$ cat src/rtl/adder_frame_sequencer.sv
// adder_frame_sequencer: feeds lane beats to an external adder tree and accumulates its
// pipelined sums into one frame total, tracking beat count and overflow.
module adder_frame_sequencer #(
    parameter int NUM_INPUT = 4,
    parameter int WIDTH_IN  = 16,
    parameter int IS_SIGNED = 1,
    parameter int ADD_DELAY = 1,
    parameter int MAX_BEATS = 16,
    localparam int SUM_W = WIDTH_IN + $clog2(NUM_INPUT),
    localparam int ACC_W = SUM_W + $clog2(MAX_BEATS),
    localparam int CNT_W = $clog2(MAX_BEATS + 1)
) (
    input  logic                                i_clk,
    input  logic                                i_rst,
    input  logic                                i_s_valid,
    output logic                                o_s_ready,
    input  logic [NUM_INPUT-1:0][WIDTH_IN-1:0]  i_s_data,
    input  logic                                i_s_last,
    output logic [NUM_INPUT-1:0][WIDTH_IN-1:0]  o_add_data,
    output logic                                o_add_ena,
    input  logic [SUM_W-1:0]                    i_add_sum,
    output logic                                o_m_valid,
    input  logic                                i_m_ready,
    output logic [ACC_W-1:0]                    o_m_sum,
    output logic [CNT_W-1:0]                    o_m_beats,
    output logic                                o_m_ovf,
    output logic                                o_busy
);
    localparam int TW = 2 * (ADD_DELAY > 0 ? ADD_DELAY : 1);

    typedef enum logic [1:0] {IDLE, RUN, DRAIN, DONE} state_e;

    state_e            state_q, state_d;
    logic [TW-1:0]     tag_q, tag_d;
    logic [ACC_W-1:0]  acc_q, acc_d, m_sum_q, m_sum_d, sum_ext;
    logic [CNT_W-1:0]  cnt_q, cnt_d, m_beats_q, m_beats_d;
    logic              ovf_q, ovf_d, m_ovf_q, m_ovf_d;
    logic              accept, full, em_v, em_l;
    logic [1:0]        new_tag, em_tag;

    always_comb begin
        o_s_ready  = (state_q == IDLE || state_q == RUN) && !i_rst;
        accept     = i_s_valid && o_s_ready;
        o_add_ena  = state_q != DONE;
        o_add_data = accept ? i_s_data : '0;
        new_tag    = {accept, accept && i_s_last};
        // ADD_DELAY=0 means the adder is combinational, so the tag emerges with its beat
        em_tag     = ADD_DELAY == 0 ? new_tag : tag_q[TW-1 -: 2];
        em_v       = em_tag[1] && o_add_ena;
        em_l       = em_tag[0] && em_v;
        sum_ext    = IS_SIGNED != 0 ? ACC_W'(signed'(i_add_sum)) : ACC_W'(i_add_sum);
        full       = cnt_q == CNT_W'(MAX_BEATS);
        tag_d      = o_add_ena ? TW'({tag_q, new_tag}) : tag_q;
        acc_d      = acc_q;
        cnt_d      = cnt_q;
        ovf_d      = ovf_q;
        m_sum_d    = m_sum_q;
        m_beats_d  = m_beats_q;
        m_ovf_d    = m_ovf_q;
        state_d    = state_q;
        if (em_v) begin
            acc_d = acc_q + sum_ext;
            cnt_d = full ? cnt_q : cnt_q + 1'b1;
            ovf_d = ovf_q || full;
        end
        // results include the final beat's sum; running state restarts for the next frame
        if (em_l) begin
            m_sum_d   = acc_d;
            m_beats_d = cnt_d;
            m_ovf_d   = ovf_d;
            acc_d     = '0;
            cnt_d     = '0;
            ovf_d     = 1'b0;
        end
        case (state_q)
            IDLE, RUN: state_d = em_l ? DONE : (accept && i_s_last) ? DRAIN : accept ? RUN : state_q;
            DRAIN:     state_d = em_l ? DONE : DRAIN;
            default:   state_d = i_m_ready ? IDLE : DONE;
        endcase
        o_m_valid = state_q == DONE;
        o_busy    = state_q != IDLE;
        o_m_sum   = m_sum_q;
        o_m_beats = m_beats_q;
        o_m_ovf   = m_ovf_q;
    end

    always_ff @(posedge i_clk or posedge i_rst) begin
        if (i_rst) begin
            state_q   <= IDLE;
            tag_q     <= '0;
            acc_q     <= '0;
            cnt_q     <= '0;
            ovf_q     <= 1'b0;
            m_sum_q   <= '0;
            m_beats_q <= '0;
            m_ovf_q   <= 1'b0;
        end else begin
            state_q   <= state_d;
            tag_q     <= tag_d;
            acc_q     <= acc_d;
            cnt_q     <= cnt_d;
            ovf_q     <= ovf_d;
            m_sum_q   <= m_sum_d;
            m_beats_q <= m_beats_d;
            m_ovf_q   <= m_ovf_d;
        end
    end
endmodule

$ cat config.mk
export PLATFORM = sky130hd
export DESIGN_NAME = adder_frame_sequencer
export DESIGN_NICKNAME = d
export VERILOG_FILES = /design/src/rtl/adder_frame_sequencer.sv
export SDC_FILE = /design/constraint.sdc
export NUM_CORES = 1
export LEC_CHECK = 0
export ABC_AREA = 1
export BUFFER_PORTS_ARGS = -buffer_cell sky130_fd_sc_hd__buf_2
export CORE_MARGIN = 2
export CORE_UTILIZATION = 30
export DETAILED_ROUTE_END_ITERATION = 8
export GPL_TIMING_DRIVEN = 0
export PLACE_DENSITY_LB_ADDON = 0.05
export SYNTH_ARGS = -nofsm -noshare
export SYNTH_HDL_FRONTEND = slang
export SYNTH_SLANG_ARGS = --single-unit
$ cat constraint.sdc
create_clock -name i_clk -period 3.7 [get_ports i_clk]
set_input_delay 0 -clock i_clk [delete_from_list [all_inputs] [get_ports i_clk]]
set_output_delay 0 -clock i_clk [all_outputs]
set_load 0.005 [all_outputs]
* Yosys cells after proc, flatten, opt, wreduce, memory -nomap -nowiden
Cells that the tools add are included.
Storage, ports and cells: register bits after elaboration 60, output and inout bits 96
Cells by class: add/sub/neg operators 2, equality and inequality tests 6, multiplexer cells 14, reductions and logical operators 11
Operator list (number):
- two-way mux 64 bit | 1
- two-way mux 22 bit | 2
- adder 22 bit | 1
- two-way mux 5 bit | 3
- two-way mux 2 bit | 4
- adder 5 x 1 -> 5 bit (second input constant) | 1
- equality test 5 bit (second input constant) | 1
- logical AND 1 bit | 5
- equality test 2 bit (second input constant) | 2
- != test 4 bit (second input constant) | 1
- case mux 2 bit (2 select lines) | 1
- two-way mux 1 bit | 3
- equality test 2 x 1 -> 1 bit (second input constant) | 1
- zero test 2 bit | 1
- logical OR 1 bit | 2
- != test 2 bit (second input constant) | 1
- nonzero test 2 bit | 1
- OR reduction 2 bit | 1
- zero test 1 bit | 1

* Logic depth before layout (Yosys ltp)
Gate-level depths: netlist of run 1.
depth after elaboration 8, gate-level depth with buffers 14, depth with buffers taken out 14

* Worst setup path before layout of run 1
Ideal clock, no wire load.
path kind register to register, start point reg acc_q[0], end point reg m_sum_q[16] (netlist: o_m_sum[16]), arrival 1.704 ns, setup slack 1.883 ns, stages on the path, launching flop included 14, buffers on the path 0, cell sequence dfrtp_1 ha_1 inv_1 fa_1 inv_1 nand3_1 nand3_1 nand2_1 nand2_1 nand3_1 nand3_1 nand3_1 nand2_1 inv_1
Between the ends: word-level cells in the longest chain between the ends 2
Ends and longest elaborated chain:
- from (decl) | RTL line 35 | logic [ACC_W-1:0] acc_q, acc_d, m_sum_q, m_sum_d, sum_ext;
- from (signal assigned) | RTL line 91 | acc_q <= '0;
- from (signal assigned) | RTL line 100 | acc_q <= acc_d;
- adder 22 bit | RTL line 62 | acc_d = acc_q + sum_ext;
- two-way mux 22 bit | RTL line 61 | if (em_v) begin
- to (signal assigned) | RTL line 103 | m_sum_q <= m_sum_d;
- to (decl) | RTL line 35
No other way between the ends. A chain may end at the register's enable or synchronous reset.

* Final worst setup path of run 1
start point reg acc_q[0], end point reg m_sum_q[14] (netlist: o_m_sum[14])
The elaborated chain is that of the path after synthesis.

==> metrics.md, run 1 <==
| Metric | Value |
|---|---|
| Xor/xnor share of the synthesized area | 2.34% |
| Maxcap violations | 0 |
| Die Wd | 126 um |
| Final ANT Viol Nets | 0 |
| CP arrival | 2.48 ns |
| Largest family of logic cells by synthesized area | simple AND/OR/NAND/NOR gates |
| Fin nets | 1012 |
| Slowest CP cell | fa_1 |
| Mean area per synthesized cell | 6.37 um^2 |
| Slew HR | 60.1% |
| RSZ-0062 raised after global routing | false |
| CTS buffer count | 9 |
| Post-synth net total | 815 |
| Fill cell total of the finished layout | 1585 |
| H-tree depth | 3 |
| Fin. max-slew vios | 0 |
| WL final | 13900 um |
| Post-DR wirelength/cell | 12.8 um |
| DR vias/cell | 4.29 |
| Crit path largest cell delay | 0.40 ns |
| Pwr dens | 682 nW/um^2 |
| Crit-path max FO | 4 |
| Yosys top cell area share | 33.5% |
| Status | completed |
| Total Power | 4.06 mW |
| Die Ht | 126 um |
| Reg clk slew, reported paths | 0.06 ns |
| Via count | 4673 |
| Maximum VDD drop | 0.300 mV |
| Worst-Margin Slew | 0.597 ns |
| Initial Util | 30.8% |
| Multi-input gate area | 2240 um^2 |
| Dominant cell type by area after synthesis | dfrtp_1 |
| Fin. Hold Viols | 0 |
| Io pins | 183 |
| Worst Setup Path Type | flip-flop to flip-flop |
| Layout cell share with drive strength beyond 1 | 25.8% |
| HP Class | input pin to flip-flop |
| GR Util All Layers | 18.0% |
| Compound-Gate Fraction of Synth Area | 5.97% |
| Syn Inst Count | 704 |
| Post-route setup slack | 1.46 ns |
| List of most frequent post-synthesis cells | nand2_1 (209), inv_1 (163), nor2_1 (100), dfrtp_1 (60), nand3_1 (40) |
| Num rows | 44 |
| Simple-Gate Fraction of Synth Area | 34.8% |
| # port buffers | 182 |
| Core area | 14600 um^2 |
| Post-Place Cell Area | 5650 um^2 |
| Syn. warnings | 0 |
| Post-Synth Adder-Cell Area | 6.86% |
| Clk buf depth | 2 |
| Area occupied by registers | 1500 um^2 |
| Hold_ws | 0.0825 ns |
| Period utilisation layout | 60.4% |
| Dpl hpwl | 11300 um |
| Post-synthesis mux area share | 0% |
| Die ar. | 16000 um^2 |
| Starting DRT DRC Count | 213 |
| Synth cell types | 33 |
| CP Data Required Time | 3.94 ns |
| Asr flop ratio synth | 100% |
| Setup WS pre-CTS | 1.46 ns |
| Final instance area | 5960 um^2 |
| Ys flop type | dfrtp_1 |
| Min Tclk post-route | 2.24 ns |
| Clock latency on the worst-skew pair | 0.35 ns |
| TritonRoute pass-1 iters | 4 |
| Post-route setup TNS | 0 ns |
| GR Overflow Total | 0 |
| Clock sink count | 60 |
| Clk root buf | clkbuf_16 |
| Area Overhead vs Synth | 32.9% |
| TritonCTS clock tree | built |
| Routability cong. | 0.911 |
| Most common cell in the synthesized netlist | nand2_1 |
| Synth Register Bits | 60 |
| Post-Syn Area | 4490 um^2 |
| Register area share after synthesis | 33.5% |
| Critical path launch point type | flip-flop |
| Fmax | 447 MHz |
| CP dominant cell by count | nand3_1 |
| Area contributors post-synth | dfrtp_1 (33%), nand2_1 (17%), inv_1 (14%), nor2_1 (8.4%), ha_1 (6.4%) |
| First-pass GRT wire length | 22800 um |
| Setup crit end kind | flip-flop |
| Finish-stage setup viols | 0 |
| Vias in the first global route | 4751 |
| Largest net degree at the start of global routing | 36 |
| Fin Clk Skew | 0.00730 ns |
| LEAKAGE | 3.81 nW |
| Diode count | 0 |
| Worst path cell trace | ha_1 > inv_1 > fa_1 > inv_1 > nand3_1 > nand3_1 > nand2_1 > nand2_1 > nand3_1 > nand3_1 > nand3_1 > nand2_1 > inv_1 |
| DRC | 0 |
| Initial antenna violation count | 0 |
| Post-synth EDFFs | 0 |
[final timing paths]
check	from	end	slack [ns]	depth (start not counted)
max in group asynchronous	i_rst	acc_q[19]	2.81	4
worst max-delay path	acc_q[0]	o_m_sum[14]	1.46	13
worst min-delay path	i_add_sum[0]	acc_q[0]	0.08	4
worst min register to register	o_m_beats[0]	o_m_beats[0]	0.48	2
worst max register to register	acc_q[0]	o_m_sum[14]	1.46	13
min in group asynchronous	i_rst	state_q[0]	0.27	3
[state kept, by name (all words and copies together), names as in the netlist]
| signal | cells |
|---|---|
| acc_q | 22 |
| cnt_q | 5 |
| o_m_ovf | 1 |
| em_tag | 2 |
| ovf_q | 1 |
| state_q | 2 |
| o_m_sum | 22 |
| o_m_beats | 5 |
[cells in the final DEF, fill, tap and decap left out, drive strengths merged]
cell type    Yosys  routed
o22ai            2       2
dfrtp           60      60
clkbuf           3      13
clkinv           0       3
clkinvlp         0       1
a21oi           17      17
nor2           103     103
and2             2       2
dlygate4sd3      0       3
nor4             1       1
nand3           40      40
fa               1       1
inv            166     168
or2             13      13
xor2             3       3
nand2          210     210
a41oi            1       1
nand3b           1       1
o21bai           2       2
nand4            5       5
buf             15     198
o21ai           27      27
ha              23      23
xnor2            9       9
[routing by layer]
metal | part of all wire, % | GRT usage, %
met5 | 0 | 0
met4 | 1.9 | 6.92
met3 | 4.3 | 3.58
met2 | 49 | 31.8
met1 | 44 | 21.5
[layout make-up]
class,instances,share of cell area [%]
multi-input cells,460,37.6
plain buffers,18,1.95
repair buffers,186,16.1
inverters,166,10.5
clock buffers,10,4.01
well taps,184,3.86
clock inverters,6,0.797
flip-flops and latches,60,25.2
[kinds of logic (layout without fill, tap and decap cells)]
logic type | after synthesis | in the layout
buffers and inverters | 184 | 386
AO/OA/AOI/OAI | 49 | 49
XOR/XNOR | 12 | 12
AND/OR/NAND/NOR | 375 | 375
adder cells (fa/ha/maj) | 24 | 24
flip-flops | 60 | 60
[repair_timing]
| action | 4_1_cts | 5_1_grt |
|---|---|---|
| hold buffers | 3 | 0 |
| resized for setup | 0 | 0 |
| buffers inserted | 0 | 0 |
| endpoints found under the hold margin | 28 | 0 |
[per-stage QoR]
| stage | util (%) | std cells |
|---|---|---|
| finish | 40.9 | 1090 |
| CTS | 40.9 | 1090 |
| detailed placement | 38.7 | 1071 |
| global route | 40.9 | 1090 |
| floorplan | - | 704 |
| global placement | 38.6 | 1070 |
[report_power, final]
| group | total (mW) | internal [mW] | switching [mW] |
|---|---|---|---|
| registers | 1.10 | 0.946 | 0.154 |
| logic | 2.15 | 0.848 | 1.30 |
| clock network | 0.812 | 0.477 | 0.336 |
| total | 4.06 | 2.27 | 1.79 |
[worst max-delay path: cells and delay by family (launching register included)]
kind                     cells  cell delay [ns]
adder cells (fa/ha/maj)      2             0.66
buffers and inverters        3             0.22
flip-flops                   1             0.35
AND/OR/NAND/NOR              8             0.88
Power figures use the tool's default switching activity.
==> run 2, diff against run 1 <==
clock period = 2.21 ns   (was 3.7 ns; I/O delays follow)
==> metrics.md, run 2 (synthesis results as in run 1) <==
| Metric | Value |
|---|---|
| Slew HR | 60.1% |
| Flop pwr share | 27.0% |
| Hold wc startpoint | i_s_valid |
| Starting DRT DRC Count | 208 |
| Largest net degree at the start of global routing | 36 |
| H-tree depth | 3 |
| Finish-stage setup viols | 0 |
| Initial Util | 30.8% |
| Depth of the most critical reg-to-reg path | 13 |
| Critical path launch point type | flip-flop |
| Most frequent cells in the layout | nand2_1 (208), buf_2 (191), inv_1 (162) |
| Fin nets | 1012 |
| Post-route setup TNS | 0 ns |
| Final Util | 41.1% |
| Die Wd | 126 um |
| Diode count | 0 |
| Fin. max-slew vios | 0 |
| RSZ-0062 raised after global routing | false |
| Reg2reg setup slack | 0.15 ns |
| WHS Path Cells | 5 |
| # port buffers | 182 |
| Worst Setup SP | acc_q[0] |
| GR Overflow Total | 0 |
| Worst r2r dst | o_m_sum[14] |
| Dpl hpwl | 11300 um |
| Slowest CP cell | fa_1 |
| Initial antenna violation count | 0 |
| Crit path largest cell delay | 0.40 ns |
| Post-DR wirelength/cell | 12.8 um |
| Area Overhead vs Synth | 33.6% |
| Clock sink count | 60 |
| Clk buf depth | 2 |
| DR vias/cell | 4.29 |
| Via count | 4676 |
| Hold Path End | em_tag[0] |
| Worst Setup Path Type | flip-flop to flip-flop |
| Commonest non-fill, non-tap cell in the layout | nand2_1 |
| CP Data Required Time | 2.45 ns |
| Worst-Margin Slew | 0.597 ns |
| DRC | 0 |
| Maximum VDD drop | 0.498 mV |
| Final ANT Viol Nets | 0 |
| Fin. Hold Viols | 0 |
| Num rows | 44 |
| Die Ht | 126 um |
| GR Util All Layers | 18.0% |
| RR Startpoint | acc_q[0] |
| Clk root buf | clkbuf_16 |
| Min Tclk post-route | 2.06 ns |
| Fin Clk Skew | 0.00790 ns |
| Reg clk slew, reported paths | 0.06 ns |
| LEAKAGE | 3.82 nW |
| Clock latency on the worst-skew pair | 0.35 ns |
| TritonRoute pass-1 iters | 5 |
| Die ar. | 16000 um^2 |
| Core area | 14600 um^2 |
| Maxcap violations | 0 |
| Comb power frac | 53.1% |
| Fmax | 486 MHz |
| Routability cong. | 0.911 |
| Worst path cell trace | ha_4 > inv_1 > fa_1 > inv_1 > nand3_1 > nand3_2 > nand2_1 > nand2_1 > nand3_2 > nand3_1 > nand3_1 > nand2_1 > inv_1 |
| Io pins | 183 |
| Sw Pwr | 3.02 mW |
| Pwr dens | 1140 nW/um^2 |
| WL final | 14000 um |
| Period utilisation layout | 93.1% |
| CP arrival | 2.30 ns |
| Setup crit end kind | flip-flop |
| Crit-path max FO | 4 |
| Vias in the first global route | 4761 |
| HP Class | input pin to flip-flop |
| Layout cell share with drive strength beyond 1 | 26.4% |
| Switching portion of total power | 44.2% |
| TritonCTS clock tree | built |
| CTS buffer count | 9 |
| First-pass GRT wire length | 22800 um |
| Internal power | 3.81 mW |
| Setup Buffers After CTS | 0 |
| Status | completed |
| Clock network fraction of design power | 19.9% |
run 2: cell counts in the layout (fill, tap and decap cells not counted):
No cell type changed its count.
run 2: worst max path at each step:
stage,to,slack [ns],cells past startpoint
2_1_floorplan,o_m_sum[16],0.39,13
3_3_place_gp,acc_q[19],-0.21,2
3_5_place_dp,o_m_sum[16],-0.03,13
4_1_cts,o_m_sum[14],0.04,13
5_1_grt,o_m_sum[14],0.01,13
6_report,o_m_sum[14],0.15,13
run 2: layout make-up:
cell class                      count  area, um^2
Fill cell                        1584        8590
Buffer                             18         116
Clock buffer                       10         239
Inverter                          166         626
Sequential cell                    60        1500
Timing Repair Buffer              186         961
Multi-Input combinational cell    460        2270
Tap cell                          184         230
Clock inverter                      6        47.5
run 2: timing repair:
| action | 4_1_cts | 5_1_grt |
|---|---|---|
| resized for setup | 2 | 4 |
| hold endpoints to repair | 28 | 0 |
| hold buffers | 3 | 0 |
| endpoints found under the setup margin | 4 | 5 |
run 2: power groups by stage:
stage                     sequential, mW  combinational, mW  clock, mW
after global placement              1.85               3.61          0
after detailed placement            1.86               3.62          0
final                               1.84               3.63       1.36
after floorplan                     1.84               2.49          0
after CTS                           1.85               3.66       1.40
after global routing                1.91               4.19       1.44
run 2: stage by stage:
stage                     cell area (um^2)  setup WS, ns  power [mW]  hold WS (ns)  instances
after floorplan                       4490         0.393        4.34        0.0342        704
after global placement                5630        -0.209        5.46         0.248       1070
after detailed placement              5650       -0.0332        5.48         0.128       1071
after CTS                             5970        0.0427        6.91         0.102       1090
after global routing                  5990        0.0120        7.54         0.129       1090
final                                 5990         0.152        6.83        0.0955       1090
run 2: routing by layer:
| layer | vias up | wire length [um] | share of wire [%] | global-route usage, % |
|---|---|---|---|---|
| met3 | 13 | 631 | 4.5 | 3.58 |
| met1 | 2062 | 6180 | 44 | 21.5 |
| met2 | 130 | 6950 | 50 | 31.9 |
| met4 | 0 | 193 | 1.4 | 6.92 |
| met5 | - | 0 | 0 | 0 |
| li1 | 2471 | - | - | - |
run 2: worst max-delay path, delay by kind of cell (launching register included):
| family | cells | cell delay, ns |
|---|---|---|
| AND/OR/NAND/NOR | 8 | 0.80 |
| buffers and inverters | 3 | 0.19 |
| flip-flops | 1 | 0.38 |
| adder cells (fa/ha/maj) | 2 | 0.57 |
